`src/rtl/serial_to_parallel_align.sv`:
```
// serial_to_parallel_align
// Receive-side byte aligner for one serial lane. Bits arrive MSB first, one
// per clk_8f. The block hunts for the COMMA byte with a sliding bit search,
// confirms the byte boundary over LOCK_CNT consecutive aligned commas, then
// delivers every non-comma byte on data_out with a one-cycle valid_out strobe.
//
// Optional build macro: S2P_IDLE_CNT_EN adds idle_cnt, a saturating count of
// comma (idle) bytes observed at boundaries while ACTIVE.
//
// Output handshake: valid_out is a pure one-cycle strobe with no ready; a
// byte is taken by the consumer in the cycle valid_out is high, and data_out
// holds that byte until the next strobe.
module serial_to_parallel_align #(
  parameter logic [7:0]  COMMA    = 8'hBC,
  parameter int unsigned LOCK_CNT = 4
) (
  input  logic       clk_8f,
  input  logic       reset,
  input  logic       data_in,
  output logic [7:0] data_out,
  output logic       valid_out,
  output logic       active
`ifdef S2P_IDLE_CNT_EN
  ,
  output logic [7:0] idle_cnt
`endif
);

  localparam logic [1:0] ST_UNALIGNED = 2'd0;
  localparam logic [1:0] ST_ALIGNING  = 2'd1;
  localparam logic [1:0] ST_ACTIVE    = 2'd2;

  localparam logic [3:0] LOCK_TGT = 4'(LOCK_CNT);

  logic [7:0] sr_q, sr_d;
  logic [2:0] bit_cnt_q, bit_cnt_d;
  logic [3:0] lock_cnt_q, lock_cnt_d;
  logic [1:0] state_q, state_d;
  logic [7:0] data_out_q, data_out_d;
  logic       valid_q, valid_d;
  logic       active_q, active_d;

  logic boundary;
  logic is_comma;

  // A boundary is the cycle where sr holds a complete aligned byte.
  assign boundary = (bit_cnt_q == 3'd7);
  assign is_comma = (sr_q == COMMA);

  // Next-state logic: shifting, boundary tracking, lock FSM and output capture.
  always_comb begin
    sr_d       = {sr_q[6:0], data_in};
    bit_cnt_d  = bit_cnt_q + 3'd1;
    lock_cnt_d = lock_cnt_q;
    state_d    = state_q;
    data_out_d = data_out_q;
    valid_d    = 1'b0;

    case (state_q)
      ST_UNALIGNED: begin
        // Sliding search: any cycle holding a comma defines the boundary phase.
        if (is_comma) begin
          bit_cnt_d  = 3'd0;
          lock_cnt_d = 4'd1;
          state_d    = (LOCK_TGT == 4'd1) ? ST_ACTIVE : ST_ALIGNING;
        end
      end
      ST_ALIGNING: begin
        if (boundary) begin
          if (is_comma) begin
            lock_cnt_d = lock_cnt_q + 4'd1;
            if ((lock_cnt_q + 4'd1) == LOCK_TGT) begin
              state_d = ST_ACTIVE;
            end
          end else begin
            lock_cnt_d = 4'd0;
            state_d    = ST_UNALIGNED;
          end
        end
      end
      ST_ACTIVE: begin
        // Commas are idle fill and are never delivered as data.
        if (boundary && !is_comma) begin
          data_out_d = sr_q;
          valid_d    = 1'b1;
        end
      end
      default: begin
        state_d = ST_UNALIGNED;
      end
    endcase

    active_d = (state_d == ST_ACTIVE);
  end

  // State registers with synchronous reset.
  always_ff @(posedge clk_8f) begin
    if (reset) begin
      sr_q       <= 8'h00;
      bit_cnt_q  <= 3'd0;
      lock_cnt_q <= 4'd0;
      state_q    <= ST_UNALIGNED;
      data_out_q <= 8'h00;
      valid_q    <= 1'b0;
      active_q   <= 1'b0;
    end else begin
      sr_q       <= sr_d;
      bit_cnt_q  <= bit_cnt_d;
      lock_cnt_q <= lock_cnt_d;
      state_q    <= state_d;
      data_out_q <= data_out_d;
      valid_q    <= valid_d;
      active_q   <= active_d;
    end
  end

  assign data_out  = data_out_q;
  assign valid_out = valid_q;
  assign active    = active_q;

`ifdef S2P_IDLE_CNT_EN
  logic [7:0] idle_cnt_q, idle_cnt_d;

  // Count idle commas seen at ACTIVE boundaries, saturating at 8'hFF.
  always_comb begin
    idle_cnt_d = idle_cnt_q;
    if ((state_q == ST_ACTIVE) && boundary && is_comma && (idle_cnt_q != 8'hFF)) begin
      idle_cnt_d = idle_cnt_q + 8'd1;
    end
  end

  // Idle counter register, cleared only by reset.
  always_ff @(posedge clk_8f) begin
    if (reset) begin
      idle_cnt_q <= 8'h00;
    end else begin
      idle_cnt_q <= idle_cnt_d;
    end
  end

  assign idle_cnt = idle_cnt_q;
`endif

endmodule

```
`config.mk`:
```
export PLATFORM = sky130hd
export DESIGN_NAME = serial_to_parallel_align
export DESIGN_NICKNAME = d
export VERILOG_FILES = /design/src/rtl/serial_to_parallel_align.sv
export SDC_FILE = /design/constraint.sdc
export NUM_CORES = 1
export LEC_CHECK = 0
export CAP_MARGIN = 5
export CORE_MARGIN = 4
export CORE_UTILIZATION = 50
export DETAILED_ROUTE_END_ITERATION = 10
export PLACE_DENSITY = 0.8
export SYNTH_ARGS = -nofsm -noshare
export SYNTH_HDL_FRONTEND = slang
export SYNTH_SLANG_ARGS = --single-unit
```
`constraint.sdc`:
```
create_clock -name clk_8f -period 1.8 [get_ports clk_8f]
set_input_delay 0.36 -clock clk_8f [delete_from_list [all_inputs] [get_ports clk_8f]]
set_output_delay 0.36 -clock clk_8f [all_outputs]
set_load 0.01 [all_outputs]
```
==> flow_metrics.py, run 1 <==
metrics = {
    "outcome": {
        "outcome": "finished clean",
    },
    "timing": {
        "hold_ws_ns": 0.419,
        "skew_ns": 0.00856,
        "finalSetupViolations": 0,
        "slew_viol_final": 0,
        "relSlewSlack_pct": 73.8,
        "worst_pin_slew_ns": 0.393,
        "timing.final.ws_setup_ns": 0.0832,
        "fin_crit_sh_pct": 95.4,
        "hold_violations": 0,
        "fin_crit_ns": 1.72,
        "max_freq_ghz": 0.582,
    },
    "floorplanning": {
        "boundaryPins": 13,
        "initial_core_util_pct": 53.8,
        "row_count": 16,
        "core_area_um2": 2020,
        "die_h_um": 54.6,
        "die_area_um2": 2980,
        "die_w_um": 54.6,
    },
    "critical_path": {
        "max_stage_delay_ns": 0.64,
        "required_ns": 2.07,
        "cp_slowest_cell": "or4b_2",
        "path_cells": "ha_1 -> ha_1 -> nand2_1 -> or4b_2 -> nor3_2 -> a31o_2",
        "reg2regPathDepth": 6,
        "worstSetupPathDepth": 6,
        "endpoint_kind": "flip-flop",
        "worst_path_most_repeated_cell": "ha_1",
        "crit_family": "simple AND/OR/NAND/NOR gates",
        "timing.rr.end": "lock_cnt_q[2]",
        "r2r-start": "bit_cnt_q[0]",
        "crit_path_start": "bit_cnt_q[0]",
        "critPathBufInv": 0,
        "critPathCapture": "lock_cnt_q[2]",
        "r2r_slack_ns": 0.08,
        "crit_type": "flip-flop to flip-flop",
        "arrival_ns": 1.99,
        "critPathMaxFanout": 4,
        "cp-start-kind": "flip-flop",
    },
    "clock_tree": {
        "insertion_delay_ns": 0.32,
        "holdBufCountCts": 0,
        "cts_sinks": 27,
        "clk_path_buf_depth": 2,
        "clkTransAtPathRegs_ns": 0.15,
        "numCtsBuffers": 3,
        "tritoncts": "yes",
        "post_cts_buffers": 0,
        "root_buffer": "clkbuf_4",
        "post_cts_resize_count": 0,
        "htree_num_levels": 1,
    },
    "global_route": {
        "grt_pass1_vias": 724,
        "grt_start_max_net_pins": 27,
        "grt_usage_pct": 14.9,
        "antenna_found_initial": 0,
        "overflow": 0,
        "grt_pass1_wl_um": 3220,
    },
    "placed_design": {
        "hpwl_um": 1500,
        "io_buffers": 12,
        "place_ws_ns": 0.0294,
        "gp_congestion": 0.809,
        "placed_cell_area_um2": 1250,
    },
    "logic_synthesis": {
        "netlist.area_leader.share_pct": 49.7,
        "ys.warnings.count": 0,
        "ys_types": 32,
        "synth_seq_cells": 27,
        "syn_area_um2": 1090,
        "synth-seq-area-share_pct": 49.7,
        "syn_nets": 115,
        "avgSynthCellArea_um2": 10.1,
        "yosys.area.top_type": "dfxtp_1",
        "synthCells": 108,
        "synth.area.top_cells": "dfxtp_1 50%, mux2i_1 7.4%, nor2_1 5.5%",
    },
    "route": {
        "wl_um": 2020,
        "drt_iter0_markers": 19,
        "drc_errors": 0,
        "wl_per_cell_um": 13.4,
        "first_pass_iters": 4,
        "vias": 815,
        "viasPerCell": 5.43,
        "ant_nets": 0,
    },
    "cells_and_area": {
        "final_common_cell": "dfxtp_1",
        "area_growth_pct": 18.6,
        "drive_above_1_share_pct": 12.2,
        "final_cell_mix": "26 x dfxtp_1, 16 x nor2_1, 12 x clkdlybuf4s50_1, 8 x mux2i_1, 8 x nor2b_1",
        "final_area_um2": 1290,
        "num-nets-final": 131,
        "nFillCells": 175,
        "antenna_cells": 0,
    },
    "power": {
        "powerDensity_nw_per_um2": 701,
        "leakage_nw": 0.558,
        "irDropWorstVdd_mv": 0.549,
    },
    "job": {
        "drv_cap": 0,
    },
    "hold_path": {
        "hold_class": "flip-flop to flip-flop",
    },
}
-- cell type report --
| type | count | area [um^2] | area share (%) |
|---|---|---|---|
| timing repair buffer | 17 | 158 | 12.2 |
| multi-input combinational | 73 | 519 | 40.3 |
| inverter | 2 | 7.51 | 0.582 |
| tap | 27 | 33.8 | 2.62 |
| clock buffer | 3 | 22.5 | 1.75 |
| sequential | 27 | 542 | 42.0 |
| clock inverter | 1 | 7.51 | 0.582 |
-- worst min-delay path by stage --
stage               slack [ns]  cells past startpoint          from            to
global route              0.44                      1  bit_cnt_q[0]  bit_cnt_q[0]
detailed placement        0.43                      1  bit_cnt_q[0]  bit_cnt_q[0]
finish                    0.42                      1  bit_cnt_q[0]  bit_cnt_q[0]
global placement          0.41                      1  bit_cnt_q[0]  bit_cnt_q[0]
floorplan                 0.41                      1  bit_cnt_q[0]  bit_cnt_q[0]
CTS                       0.45                      1  bit_cnt_q[0]  bit_cnt_q[0]
-- logic make-up after synthesis --
family | share of synthesized area [%]
adders and majority gates | 4.60
DFF | 49.7
buffers and inverters | 2.99
AOI/OAI and AO/OA | 9.32
muxes | 7.37
and+or+nand+nor | 24.4
xor gates and xnor gates | 1.61
-- layer usage --
layer / global-route usage (%) / vias to the layer above / share of wire [%]
li1: - / 406 / -
met1: 18.1 / 384 / 41
met2: 25.6 / 21 / 53
met3: 3.00 / 4 / 4.5
met4: 5.81 / 0 / 0.84
met5: 0 / - / 0
-- metrics by stage --
step | setup TNS [ns] | cells | power (mW) | utilization [%]
final | 0 | 150 | 0.904 | 63.8
after global routing | -0.00926 | 150 | 0.927 | 63.8
after CTS | 0 | 150 | 0.911 | 63.5
after detailed placement | 0 | 146 | 0.655 | 62.0
after global placement | 0 | 146 | 0.653 | 62.0
after floorplan | 0 | 108 | 0.645 | -
-- Yosys cell counts (all sizes together) --
master    n
o211a     1
nand4bb   1
nand2b    1
xor2      2
a31o      1
buf       2
nand2     3
nand4b    2
o21a      1
nor2     16
or2       1
nor3      2
nand3b    1
o32ai     2
and2      2
nor4      1
o31a      1
nor2b     8
inv       2
nor3b     1
or4b      1
o21ai     5
or4       1
ha        4
nor4b     1
clkbuf    4
a21oi     3
dfxtp    27
mux2i     8
o2111ai   1
nand3     2
-- state kept, by name, indices dropped and copies added (netlist names) --
signal	count
data_out	8
sr_q	8
lock_cnt_q	4
bit_cnt_q	3
state_q	2
active	1
valid_out	1
-- power breakdown --
part	total [mW]	switching (mW)	internal, mW
Clock	0.262	0.177	0.0847
Combinational	0.0296	0.0144	0.0152
Sequential	0.612	0.00483	0.607
Total	0.904	0.197	0.707
-- worst register-to-register path, stage by stage, from the launching register on --
cell	delay, ns
dfxtp_2	0.36
ha_1	0.14
ha_1	0.17
nand2_1	0.11
or4b_2	0.64
nor3_2	0.14
a31o_2	0.12
(Power assumes the default switching activity.)
==> inputs of run 2 (changes only) <==
--- a/config.mk
+++ b/config.mk
@@ -10,6 +10,7 @@
 export CORE_UTILIZATION = 50
 export DETAILED_ROUTE_END_ITERATION = 10
 export PLACE_DENSITY = 0.8
+export SKIP_LAST_GASP = 1
 export SYNTH_ARGS = -nofsm -noshare
 export SYNTH_HDL_FRONTEND = slang
 export SYNTH_SLANG_ARGS = --single-unit
==> results of run 2 <==
The final DEF is identical to that of run 1; final timing and power are the same.
==> inputs of run 3 (changes only) <==
==> constraint.sdc (replaced) <==
create_clock -name clk_8f -period 1.8 [get_ports clk_8f]
set_input_delay 0.36 -clock clk_8f [delete_from_list [all_inputs] [get_ports clk_8f]]
set_output_delay 0.36 -clock clk_8f [all_outputs]
set_load 0.02 [all_outputs]
==> results of run 3 <==
The final DEF is identical to that of run 1; final timing and power are the same.
